File: config.mk
export PLATFORM = sky130hd
export DESIGN_NAME = skin_width_pipe
export DESIGN_NICKNAME = d
export VERILOG_FILES = /design/src/rtl/skin_width_pipe.sv
export SDC_FILE = /design/constraint.sdc
export NUM_CORES = 1
export LEC_CHECK = 0
export CAP_MARGIN = 20
export CORE_MARGIN = 8
export CORE_UTILIZATION = 64
export DETAILED_ROUTE_END_ITERATION = 10
export GPL_TIMING_DRIVEN = 0
export PLACE_DENSITY = 0.84
export SYNTH_ARGS = -nofsm -noshare
export SYNTH_HDL_FRONTEND = slang
export SYNTH_SLANG_ARGS = --single-unit
File: constraint.sdc
create_clock -name clk -period 9.65 [get_ports clk]
set_clock_uncertainty 0.05 [all_clocks]
set_input_delay 0.965 -clock clk [delete_from_list [all_inputs] [get_ports clk]]
set_output_delay 0.965 -clock clk [all_outputs]
set_load 0.1 [all_outputs]
File: src/rtl/skin_width_pipe.sv
// skin_width_pipe: 3-stage piecewise-linear chroma width generator.
// Optional clamp to [0, 2^(OUT_W-1)-1] when SKIN_WIDTH_SAT_EN is defined.
module skin_width_pipe #(
    parameter int Y_W   = 8,
    parameter int OUT_W = 32,
    parameter int FRAC_W = 16,
    parameter int TAG_W = 4,
    parameter int KL    = 125,
    parameter int KH    = 188,
    parameter logic [OUT_W-1:0] CB_LO_BASE  = 32'h0004DED0,
    parameter logic [OUT_W-1:0] CB_LO_SLOPE = 32'h00000E13,
    parameter logic [OUT_W-1:0] CB_HI_BASE  = 32'h000BBE14,
    parameter logic [OUT_W-1:0] CB_HI_SLOPE = 32'h00002CE5,
    parameter logic [OUT_W-1:0] CR_LO_BASE  = 32'h00049F02,
    parameter logic [OUT_W-1:0] CR_LO_SLOPE = 32'h00000C3A,
    parameter logic [OUT_W-1:0] CR_HI_BASE  = 32'h000A2000,
    parameter logic [OUT_W-1:0] CR_HI_SLOPE = 32'h00002800
) (
    input  logic             clk,
    input  logic             rst_n,
    input  logic             in_valid,
    output logic             in_ready,
    input  logic [Y_W-1:0]   in_y,
    input  logic             in_sel_cr,
    input  logic [TAG_W-1:0] in_tag,
    output logic             out_valid,
    input  logic             out_ready,
    output logic [OUT_W-1:0] out_width,
    output logic [TAG_W-1:0] out_tag,
    output logic [1:0]       out_seg
);

    localparam int PW = OUT_W + Y_W;
    localparam int RW = OUT_W + Y_W + 1;
    localparam logic [1:0] SEG_L = 2'b01;
    localparam logic [1:0] SEG_M = 2'b00;
    localparam logic [1:0] SEG_H = 2'b10;
    localparam logic [Y_W-1:0] KH_Y = Y_W'(KH);

    logic adv;
    logic accept;

    assign adv      = !out_valid || out_ready;
    assign in_ready = adv;
    assign accept   = in_valid && in_ready;

    // stage 1 registers
    logic             v1;
    logic [1:0]       seg1;
    logic [Y_W-1:0]   d1;
    logic [OUT_W-1:0] base1;
    logic [OUT_W-1:0] slope1;
    logic [TAG_W-1:0] tag1;

    // stage 2 registers
    logic             v2;
    logic [1:0]       seg2;
    logic [OUT_W-1:0] base2;
    logic [PW-1:0]    p2;
    logic [TAG_W-1:0] tag2;

    // stage 1 next-state
    logic [1:0]       seg_n;
    logic [Y_W-1:0]   d_n;
    logic [OUT_W-1:0] base_n;
    logic [OUT_W-1:0] slope_n;

    // stage 2 / 3 datapath
    logic [PW-1:0]    p_n;
    logic [RW-1:0]    base_x;
    logic [RW-1:0]    p_x;
    logic [RW-1:0]    res_x;
    logic [OUT_W-1:0] res_n;

    // segment classification, offset and coefficient select
    always_comb begin
        seg_n = SEG_M;
        d_n   = '0;
        if (int'(in_y) <= KL) begin
            seg_n = SEG_L;
            d_n   = in_y;
        end else if (int'(in_y) >= KH) begin
            seg_n = SEG_H;
            d_n   = in_y - KH_Y;
        end
        if (in_sel_cr) begin
            base_n  = (seg_n == SEG_H) ? CR_HI_BASE : CR_LO_BASE;
            slope_n = (seg_n == SEG_H) ? CR_HI_SLOPE : CR_LO_SLOPE;
        end else begin
            base_n  = (seg_n == SEG_H) ? CB_HI_BASE : CB_LO_BASE;
            slope_n = (seg_n == SEG_H) ? CB_HI_SLOPE : CB_LO_SLOPE;
        end
    end

    // full-precision unsigned product
    assign p_n = PW'(slope1) * PW'(d1);

    // wide signed add/sub, then wrap or clamp to output width
    always_comb begin
        base_x = {{(Y_W + 1){base2[OUT_W-1]}}, base2};
        p_x    = {1'b0, p2};
        res_x  = '0;
        unique case (1'b1)
            seg2 == SEG_L: res_x = base_x + p_x;
            seg2 == SEG_H: res_x = base_x - p_x;
            default:       res_x = '0;
        endcase
`ifdef SKIN_WIDTH_SAT_EN
        if (res_x[RW-1]) begin
            res_n = '0;
        end else if (|res_x[RW-2:OUT_W-1]) begin
            res_n = {1'b0, {(OUT_W - 1){1'b1}}};
        end else begin
            res_n = res_x[OUT_W-1:0];
        end
`else
        res_n = res_x[OUT_W-1:0];
`endif
    end

    // stage 1: capture classified sample
    always_ff @(posedge clk) begin
        if (!rst_n) begin
            v1     <= 1'b0;
            seg1   <= '0;
            d1     <= '0;
            base1  <= '0;
            slope1 <= '0;
            tag1   <= '0;
        end else if (adv) begin
            v1     <= accept;
            seg1   <= seg_n;
            d1     <= d_n;
            base1  <= base_n;
            slope1 <= slope_n;
            tag1   <= in_tag;
        end
    end

    // stage 2: register product
    always_ff @(posedge clk) begin
        if (!rst_n) begin
            v2    <= 1'b0;
            seg2  <= '0;
            base2 <= '0;
            p2    <= '0;
            tag2  <= '0;
        end else if (adv) begin
            v2    <= v1;
            seg2  <= seg1;
            base2 <= base1;
            p2    <= p_n;
            tag2  <= tag1;
        end
    end

    // stage 3: registered outputs, held while downstream stalls
    always_ff @(posedge clk) begin
        if (!rst_n) begin
            out_valid <= 1'b0;
            out_width <= '0;
            out_tag   <= '0;
            out_seg   <= '0;
        end else if (adv) begin
            out_valid <= v2;
            if (v2) begin
                out_width <= res_n;
                out_tag   <= tag2;
                out_seg   <= seg2;
            end
        end
    end

endmodule
; ---- Word-level counts from Yosys, hierarchy flattened
; Cells that the tools add are included.
[word_totals]
ff_bits = 189
output_inout_bits = 40
elab_cells = 39
in_bits = 17
[op_classes]
mux = 11
n_mul = 1
n_eq_ne = 3
n_reduce_logical = 4
addsub = 3
n_lt_le_gt_ge = 2
[op_table]
columns = cell, count
row1 = $pmux W32 S2, 1
row2 = $mux W20, 3
row3 = $mux W14, 3
row4 = $add A32 B32 Y32, 1
row5 = $mul A32 B8 Y32, 1
row6 = $sub A32 B32 Y32, 1
row7 = $mux W8, 2
row8 = $ge A8 B8 Y1 const B, 1
row9 = $le A8 B7 Y1 const B, 1
row10 = $sub A8 B8 Y8 const B, 1
row11 = $eq A2 B2 Y1 const B, 2
row12 = $mux W2, 2
row13 = $eq A2 B1 Y1 const B, 1
row14 = $reduce_and A2 Y1, 1
row15 = $logic_and A1 B1 Y1, 1
row16 = $logic_not A1 Y1, 1
row17 = $logic_or A1 B1 Y1, 1

; ---- Logic depth before layout (Yosys ltp)
; Gate-level depths: netlist (run 1).
[depth]
depth_word = 6
depth_mapped = 21
ltp_nobuf = 20

; ---- Worst setup path before layout (run 1)
; Ideal clock, no wire load.
[synth_timing]
path_type = flip-flop to flip-flop
from = register slope1[4]
to = register p2[20]
required_ps = 9485
stages_incl_launch_ff = 18
setup_time_ps = 115
path_slack_ps = 4673
t_arrival_ps = 4812
n_path_buf = 1
cell_sequence = dfxtp_1 clkbuf_1 nand2_1 fa_1 fa_1 inv_1 fa_1 inv_1 fa_1 inv_1 ha_1 a2111oi_0 o21ai_0 nor4b_1 o41a_1 xor2_1 o21ai_0 and2_1
[synth_between]
elab_chain_len = 1
[synth_lines]
columns = element, line
row1 = start: declaration, 52  ; logic [OUT_W-1:0] slope1;
row2 = start signal: assignment, 135  ; slope1 <= slope_n;
row3 = $mul A32 B8 Y32, 96  ; assign p_n = PW'(slope1) * PW'(d1);
row4 = end signal: assignment, 152  ; p2 <= p_n;
row5 = end: declaration, 59  ; logic [PW-1:0] p2;
; Every way passes these cells.
; A chain may end at the register's enable or synchronous reset.

; ---- Final worst setup path (run 1)
; Same ends and word-level chain as after synthesis.

==> key figures, run 1 <==
Status
  – Status: complete, no violations

Placement
  – Post-DP HPWL: 16030 um
  – I/O Buffers: 56
  – Placed instance area: 0.009080 mm^2
  – Placer congestion estimate: 0.9124

CTS
  – H-tree depth: 3
  – Clk pin slew, worst setup/hold paths: 0.07 ns
  – CTS resizes: 0
  – Clock tree buffer depth: 2
  – CTS tree: yes
  – Clock root buffer: clkbuf_16
  – CTS sink cnt: 98
  – TritonCTS Buffers: 9
  – Worst skew pair latency: 0.35 ns
  – Setup bufs post-CTS: 0
  – Hold-fix buffers at CTS: 0

Critical path
  – Cell count of the worst reg-to-reg path: 19
  – Worst Path Max Fanout: 10
  – Worst-path cell chain: clkbuf_1 -> nand2_1 -> fa_1 -> fa_1 -> inv_1 -> fa_1 -> inv_1 -> fa_1 -> inv_1 -> ha_1 -> o21a_1 -> nor2_1 -> or3_1 -> o21ai_0 -> nor4b_1 -> o41a_1 -> xor2_1 -> o21ai_0 -> and2_1
  – Critical path data arrival time: 5.88 ns
  – Most used cell, CP: fa_1
  – CP max-delay cell: fa_1
  – RR Endpoint: p2[20]
  – Crit. End Element: flip-flop
  – Reg2Reg Launch Point: slope1[4]
  – CP Launch Type: flip-flop
  – R2R Setup Slk: 3.96 ns
  – Max stage delay on crit path: 0.55 ns
  – Worst Setup SP: slope1[4]
  – Worst path required time: 9.84 ns
  – Critical path type: reg -> reg

Pwr
  – Combinational share of power: 34.8%
  – LEAKAGE: 4.423 nW
  – P_int: 0.0007749 W
  – Flop pwr share: 36.3%
  – Clock power share: 28.9%
  – VDD IR max: 0.1193 mV
  – Sw frac: 35.60%
  – Cell Pwr Density: 128.3 mW/mm^2
  – Psw: 0.0004283 W

STA
  – # setup viols final: 0
  – RSZ-0062 raised after global routing: no
  – Slew Viols, Final: 0
  – Actual slew at the worst max-slew pin: 0.9975 ns
  – Setup_tns: 0 ns
  – Post-layout min period: 5.689 ns
  – Worst slew margin: 33.29%
  – Hold slack: 0.4043 ns
  – Hold Fails Final Rpt: 0
  – Fmax: 175.8 MHz
  – Final period util: 58.96%

Global routing
  – Global-route wire length before repair: 33230 um
  – Pin count of the biggest net entering global routing: 19
  – Initial antenna violation count: 0
  – GRT Overall Usage: 24.79%
  – Grt total ovfl: 0
  – Vias in the first global route: 6949

Yosys
  – Post-synthesis register bit count: 98
  – Primary FF master, synth: dfxtp_1
  – Async SR Flop Fraction: 0%
  – Cell variety after synth: 64
  – Syn_area_per_cell: 8.304 um^2
  – Cells after Synth: 1000
  – Total number of yosys warnings: 0
  – Post-synth EDFFs: 0
  – Seq/Total Area, Yosys: 23.63%
  – Synthesized cell area: 0.008304 mm^2
  – Post-Syn Nets: 1156

Route
  – Via count: 6990
  – Final wirelength: 19800 um
  – Antenna Violating Nets Remaining: 0
  – Vias per cell: 5.614
  – WL per Instance: 15.90 um
  – DRC Markers: 0
  – Drt initial violations: 446
  – Pre-antenna DRT Iters: 5

Finish
  – Multi-input gate area: 0.005714 mm^2
  – Layout area overhead: 12.93%
  – Reg area: 0.001962 mm^2
  – Finished Core Util: 74.01%
  – Most frequent cells in the layout: nand2_1, inv_1, dfxtp_1
  – Final nets: 1224
  – Diode count: 0
  – Final instance area: 0.009378 mm^2
  – Commonest non-fill, non-tap cell in the layout: nand2_1
  – Layout cells sized above 1: 3.355%
  – Fillers: 985

Floorplan
  – Initial core utilization: 65.54%
  – Boundary Pins: 57
  – Vert. Die Dim: 129.9 um
  – Cell Rows: 41
  – Die footprint: 0.01688 mm^2
  – Core Area: 0.01267 mm^2
  – Die W: 129.9 um

Run
  – Max Cap Violations: 0

Hold path
  – Hold Path Depth: 1
  – Hold endpoint: out_width[25]
  – HP Start: out_width[25]
  – Hold Path Class: reg -> reg
==> critical path, delay by kind of cell (launching register included) <==
family | cells | cell delay [ns]
adders and majority gates | 5 | 2.50
and+or+nand+nor | 5 | 0.97
AOI/OAI and AO/OA | 4 | 0.83
buffers and inverters | 4 | 0.71
DFF | 1 | 0.33
xor gates and xnor gates | 1 | 0.19
==> metal layers <==
layer	GRT usage (%)	routed length (um)	part of all wire, %	up-vias
li1	-	-	-	3449
met1	29.14	8363	42	3291
met2	43.25	9623	49	203
met3	4.284	1079	5.5	47
met4	11.61	730	3.7	0
met5	0	0	0	-
==> metrics by stage <==
step,std cells,total power (W),worst slack (ns)
after global routing,1245,0.001269,3.575
after detailed placement,1228,0.0008580,3.625
after global placement,1228,0.0008477,3.737
after CTS,1244,0.001202,3.500
after floorplan,1000,0.0007681,4.673
final,1245,0.001203,3.961
==> cell usage after synthesis (all sizes together) (3+ instances only) <==
library cell	number	share of area (%)
and3	4	0.30
xnor2	32	3.6
or2	3	0.23
or3	6	0.45
xor2	21	2.2
or4	3	0.32
inv	120	5.4
a31o	4	0.42
fa	56	14
buf	8	0.42
dfxtp	98	24
nand4	3	0.23
clkbuf	38	1.7
nor2b	11	0.83
o211ai	3	0.27
o21bai	7	0.63
nand2b	7	0.53
o31ai	5	0.45
a2111oi	4	0.65
a211o	5	0.53
nor2	44	2.0
o21ai	37	2.2
a21boi	26	2.4
and2	57	4.3
a31oi	10	0.75
nand3b	4	0.41
a211oi	8	0.84
a21o	32	2.9
a21oi	51	3.1
o21a	6	0.54
a22oi	6	0.54
ha	83	13
nand3	15	0.90
nand2	139	6.3
nor3	18	1.1
==> sequential cells by signal (all words and copies together), names as in the netlist, 2 cells and up <==
register,cells
slope1,8
out_seg,2
out_tag,4
tag1,4
out_width,32
base2,7
d1,8
tag2,4
p2,23
==> power by group through the flow <==
| stage | clock network (W) | logic (W) | registers, W |
|---|---|---|---|
| floorplan | 0 | 0.000310 | 0.000458 |
| global placement | 0 | 0.000403 | 0.000445 |
| detailed placement | 0 | 0.000412 | 0.000446 |
| CTS | 0.000350 | 0.000415 | 0.000437 |
| global route | 0.000367 | 0.000464 | 0.000439 |
| finish | 0.000348 | 0.000418 | 0.000437 |
==> worst max-delay path by stage <==
stage               endpoint  slack, ns  cells past startpoint
finish                p2[20]       3.96                     19
global route          p2[20]       3.58                     18
CTS                   p2[20]       3.50                     17
detailed placement    p2[20]       3.62                     17
global placement      p2[20]       3.74                     17
floorplan             p2[20]       4.67                     17
==> cells by family after synthesis <==
kind of cell	Yosys count	share of synthesized area, %
simple gates	323	18.86
compound gates	219	17.88
buf+inv	166	7.564
fa+ha+maj	139	26.01
flops	98	23.63
xor+xnor	53	5.816
mux	2	0.2411
==> area by class of cell <==
cell class | instances | area share, %
Multi-Input combinational cell | 736 | 60.93
Tap cell | 172 | 2.295
Clock inverter | 6 | 0.6004
Inverter | 120 | 4.803
Sequential cell | 98 | 20.92
Buffer | 46 | 1.895
Timing Repair Buffer | 57 | 6.111
Clock buffer | 10 | 2.442
Note: power is estimated with default switching activity, not from simulation.
==> run 2: changes to the inputs <==
- CORE_UTILIZATION: 64 -> 61
- PLACE_DENSITY: 0.84 -> 0.8
- clock period: 9.65 -> 5.51 ns (I/O delays scaled with it)
==> run 2 against run 1 <==
  * Count of clock-buffer cells in the layout unchanged
  * Critical path depth decreased by 1
  * Hold slack got worse by 0.0084 ns
  * Sequential share of layout area increased by 0.12 points
  * Register-to-register slack got worse by 3.7 ns
  * Cell count decreased by 0.48%
  * Clock power increased by 74%
  * Flip-flop and latch count unchanged
  * Combinational power increased by 72%
  * Global-route usage decreased by 1.6 points
  * Die area increased by 4.3%
  * Critical path type unchanged
  * Largest cell class unchanged
==> key figures, run 2 (synthesis gave the netlist of run 1 again) <==
Finish
  – Commonest non-fill, non-tap cell in the layout: nand2_1
  – Layout cells sized above 1: 4.421%
  – Layout area overhead: 12.78%
  – Final nets: 1214
  – Max reg flops: 32
  – Top reg by flops: out_width
  – Diode count: 0
  – Top Registers: out_width (32), p2 (23)
  – Most frequent cells in the layout: nand2_1, inv_1, dfxtp_1
  – Final instance area: 0.009365 mm^2

Route
  – Vias per cell: 5.615
  – DRC Markers: 0
  – Final wirelength: 19920 um
  – Drt initial violations: 486
  – Pre-antenna DRT Iters: 5
  – Via count: 6957
  – WL per Instance: 16.08 um
  – Antenna Violating Nets Remaining: 0

Critical path
  – Critical path data arrival time: 5.41 ns
  – CP max-delay cell: dfxtp_1
  – Worst path required time: 5.70 ns
  – Worst Path Max Fanout: 10
  – Critical path type: reg -> reg
  – Worst path top cell family by delay: adder cells
  – Most used cell, CP: fa_1
  – CP Launch Type: flip-flop
  – CP bufs+invs: 3
  – Max stage delay on crit path: 0.57 ns
  – Worst-path cell chain: nand2_1 -> inv_1 -> fa_1 -> fa_1 -> fa_1 -> inv_1 -> fa_1 -> inv_1 -> ha_1 -> o21a_1 -> nor2_1 -> or3_1 -> o21ai_0 -> nor4b_1 -> o41a_1 -> xor2_1 -> o21ai_0 -> and2_1
  – Crit. End Element: flip-flop

CTS
  – Hold-fix buffers at CTS: 0
  – H-tree depth: 3
  – Worst skew pair latency: 0.35 ns
  – Clk pin slew, worst setup/hold paths: 0.07 ns
  – TritonCTS Buffers: 9
  – CTS sink cnt: 98
  – Clock root buffer: clkbuf_16
  – Clock tree buffer depth: 2
  – CTS tree: yes

Floorplan
  – Core Area: 0.01330 mm^2
  – Initial core utilization: 62.46%
  – Die footprint: 0.01760 mm^2
  – Vert. Die Dim: 132.7 um
  – Boundary Pins: 57
  – Die W: 132.7 um
  – Cell Rows: 42

Global routing
  – GRT Overall Usage: 23.14%
  – Global-route wire length before repair: 33920 um
  – Initial antenna violation count: 0
  – Vias in the first global route: 7017
  – Pin count of the biggest net entering global routing: 19
  – Grt total ovfl: 0

Placement
  – Place WS: -0.4085 ns
  – Post-DP HPWL: 16010 um
  – Placer congestion estimate: 0.8828
  – I/O Buffers: 56
  – Placed instance area: 0.009085 mm^2

STA
  – Worst slew margin: 33.06%
  – Hold Fails Final Rpt: 0
  – Final period util: 94.70%
  – Fmax: 191.7 MHz
  – RSZ-0062 raised after global routing: no
  – Smallest setup slack after layout: 0.2922 ns
  – Slew Viols, Final: 0
  – Setup_tns: 0 ns
  – Post-layout min period: 5.218 ns
  – Actual slew at the worst max-slew pin: 1.001 ns
  – Hold slack: 0.3959 ns
  – # setup viols final: 0

Pwr
  – Cell Pwr Density: 224.4 mW/mm^2
  – Sw frac: 35.43%
  – P_int: 0.001357 W
  – VDD IR max: 0.1618 mV
  – Tot Pwr: 0.002102 W
  – LEAKAGE: 4.418 nW
  – Combinational share of power: 34.2%
  – Clock power share: 28.8%
  – Flop pwr share: 37.1%
  – Psw: 0.0007447 W

Status
  – Status: complete, no violations

Hold path
  – Hold Path Class: reg -> reg

Run
  – Max Cap Violations: 0
[run 2: cell count changes in the layout (fill, tap and decap cells not counted), sizes merged]
cell,previous run,this run
clkinvlp,1,2
buf,8,9
inv,124,123
clkbuf,48,38
dlymetal6s2s,1,0
[run 2: path summary, 6_finish.rpt]
kind | start | to | slack (ns) | cells past startpoint
max | d1[4] | p2[20] | 0.29 | 18
min | out_width[22] | out_width[22] | 0.40 | 2
max reg2reg | d1[4] | p2[20] | 0.29 | 18
min reg2reg | out_width[22] | out_width[22] | 0.40 | 2
[run 2: layout make-up]
type	count	area, um^2
multi-input cells	736	5723
repair buffers	56	560.5
well taps	176	220.2
clock inverters	6	60.06
inverters	120	450.4
fillers	1103	3930
flip-flops and latches	98	1971
clock buffers	10	229.0
plain buffers	37	151.4
[run 2: worst reg2reg max path: cells and delay by family (launching register included)]
kind / cells / cell delay [ns]
AND/OR/NAND/NOR: 5 / 0.87
XOR/XNOR: 1 / 0.19
buffers and inverters: 3 / 0.21
AO/OA/AOI/OAI: 4 / 0.87
flip-flops: 1 / 0.57
adder cells (fa/ha/maj): 5 / 2.33
[run 2: metrics by stage]
| stage | instances | utilization (%) |
|---|---|---|
| after floorplan | 1000 | - |
| after CTS | 1246 | 70.51 |
| final | 1239 | 70.44 |
| after detailed placement | 1232 | 68.33 |
| after global placement | 1232 | 68.33 |
| after global routing | 1239 | 70.44 |
[run 2: repair_timing]
item | in CTS | in global routing
resized for setup | 3 | 15
buffers inserted | 0 | 0
setup endpoints to repair | 4 | 4
[run 2: power groups by stage]
stage | combinational (W) | clock (W) | sequential, W
2_1_floorplan | 0.000543 | 0 | 0.000802
3_3_place_gp | 0.000709 | 0 | 0.000781
3_5_place_dp | 0.000722 | 0 | 0.000782
4_1_cts | 0.000726 | 0.000613 | 0.000768
5_1_grt | 0.000799 | 0.000638 | 0.000783
6_report | 0.000718 | 0.000604 | 0.000779
[run 2: routing by layer]
metal	up-vias	GRT usage [%]	routed length, um
li1	3424	-	-
met1	3298	27.33	8586
met2	191	40.87	9829
met3	44	4.126	946
met4	0	8.770	558
met5	-	0	0
==> run 3: changes to the inputs <==
- RECOVER_POWER: unset -> 100
==> run 3 against run 2 <==
  * Register-to-register slack hardly changed
  * Count of clock-buffer cells in the layout stayed put
  * First-iteration DRC count is 2.3% lower
  * Total power is 0.32% lower
  * Combinational power is 1% lower
  * Via count is 0.69% lower
  * Maximum frequency hardly changed
  * Utilization is 0.11 points lower
==> key figures, run 3 (synthesis gave the netlist of run 1 again) <==
Status
  – Status: complete, no violations

Critical path
  – CP max-delay cell: fa_1
  – Most used cell, CP: fa_1
  – CP Launch Type: flip-flop
  – Crit. End Element: flip-flop
  – Worst path required time: 5.70 ns
  – Max stage delay on crit path: 0.55 ns
  – Worst-path cell chain: and2_1 -> xnor2_1 -> ha_1 -> fa_1 -> fa_1 -> inv_1 -> fa_1 -> inv_1 -> ha_1 -> o21a_1 -> nor2_1 -> or3_1 -> o21ai_0 -> nor4b_1 -> o41a_1 -> xor2_1 -> o21ai_0 -> and2_1
  – Critical path type: reg -> reg
  – Worst path top cell family by delay: adder cells
  – CP bufs+invs: 2
  – Worst Path Max Fanout: 10
  – Critical path data arrival time: 5.42 ns

Route
  – Antenna Violating Nets Remaining: 0
  – Via count: 6909
  – Final wirelength: 19920 um
  – Vias per cell: 5.576
  – WL per Instance: 16.08 um
  – Drt initial violations: 475
  – Pre-antenna DRT Iters: 5
  – DRC Markers: 0

Placement
  – Placer congestion estimate: 0.8828
  – Place WS: -0.4085 ns
  – Post-DP HPWL: 16010 um
  – I/O Buffers: 56

Finish
  – Finished Core Util: 70.33%
  – Layout area overhead: 12.60%
  – Top reg by flops: out_width
  – Top Registers: out_width (32), p2 (23)
  – Most frequent cells in the layout: nand2_1, inv_1, dfxtp_1
  – Final nets: 1214
  – Max reg flops: 32
  – Diode count: 0
  – Commonest non-fill, non-tap cell in the layout: nand2_1
  – Layout cells sized above 1: 3.951%

Floorplan
  – Die W: 132.7 um
  – Die footprint: 0.01760 mm^2
  – Cell Rows: 42
  – Core Area: 0.01330 mm^2
  – Boundary Pins: 57
  – Initial core utilization: 62.46%
  – Vert. Die Dim: 132.7 um

CTS
  – Worst skew pair latency: 0.35 ns
  – TritonCTS Buffers: 9
  – Setup bufs post-CTS: 0
  – Clk pin slew, worst setup/hold paths: 0.07 ns
  – Clock tree buffer depth: 2
  – H-tree depth: 3
  – Clock root buffer: clkbuf_16
  – CTS resizes: 3
  – Hold-fix buffers at CTS: 0
  – CTS sink cnt: 98
  – CTS tree: yes

Global routing
  – GR Util met3: 4.126%
  – Initial antenna violation count: 0
  – Vias in the first global route: 7017
  – Met2 Resource Use GR: 40.87%
  – GRT Overall Usage: 23.14%
  – Grt total ovfl: 0
  – Met1 usage: 27.33%
  – Grt peak-use layer: met2
  – Pin count of the biggest net entering global routing: 19
  – Global-route wire length before repair: 33920 um

STA
  – Smallest setup slack after layout: 0.2881 ns
  – # setup viols final: 0
  – Fmax: 191.5 MHz
  – Slew Viols, Final: 0
  – RSZ-0062 raised after global routing: no
  – Worst slew margin: 32.25%
  – Final period util: 94.77%
  – Post-layout min period: 5.222 ns
  – Hold slack: 0.3930 ns
  – Hold Fails Final Rpt: 0
  – Actual slew at the worst max-slew pin: 1.013 ns
  – Setup_tns: 0 ns

Pwr
  – LEAKAGE: 4.543 nW
  – Cell Pwr Density: 224.0 mW/mm^2
  – VDD IR max: 0.1618 mV

Run
  – Max Cap Violations: 0

Hold path
  – Hold Path Class: reg -> reg
run 3: path summary, 6_finish.rpt:
kind,from,end,slack (ns),depth (start not counted)
setup / recovery,slope1[7],p2[20],0.29,18
hold / removal,out_width[22],out_width[22],0.39,2
setup reg to reg,slope1[7],p2[20],0.29,18
hold reg to reg,out_width[22],out_width[22],0.39,2
run 3: where the power goes:
part | internal, W | switching [W]
combinational | 0.000298 | 0.000412
clock | 0.000316 | 0.000289
sequential | 0.000737 | 0.0000422
run 3: area by class of cell:
cell class                      instances  area, um^2
Sequential cell                        98        1971
Clock inverter                          6       60.06
Inverter                              120       450.4
Timing Repair Buffer                   56       560.5
Buffer                                 37       147.6
Multi-Input combinational cell        736        5712
Fill cell                            1106        3945
Clock buffer                           10       229.0
Tap cell                              176       220.2
run 3: through the flow:
step | total power [W] | area [um^2] | std cells
after detailed placement | 0.001504 | 9085 | 1232
after CTS | 0.002107 | 9374 | 1246
after global routing | 0.002210 | 9350 | 1239
after global placement | 0.001489 | 9085 | 1232
final | 0.002095 | 9350 | 1239
after floorplan | 0.001345 | 8304 | 1000
run 3: worst register-to-register path: stages (launching register included):
cell and delay [ns]:
dfxtp_2 0.50, and2_1 0.30, xnor2_1 0.17, ha_1 0.28, fa_1 0.52, fa_1 0.55, inv_1 0.06, fa_1 0.52
inv_1 0.05, ha_1 0.34, o21a_1 0.16, nor2_1 0.06, or3_1 0.37, o21ai_0 0.20, nor4b_1 0.09, o41a_1 0.40
xor2_1 0.20, o21ai_0 0.12, and2_1 0.18
run 3: layer usage:
| layer | vias up | share of wire (%) |
|---|---|---|
| li1 | 3429 | - |
| met1 | 3282 | 44 |
| met2 | 157 | 49 |
| met3 | 41 | 4.3 |
| met4 | 0 | 2.8 |
| met5 | - | 0 |
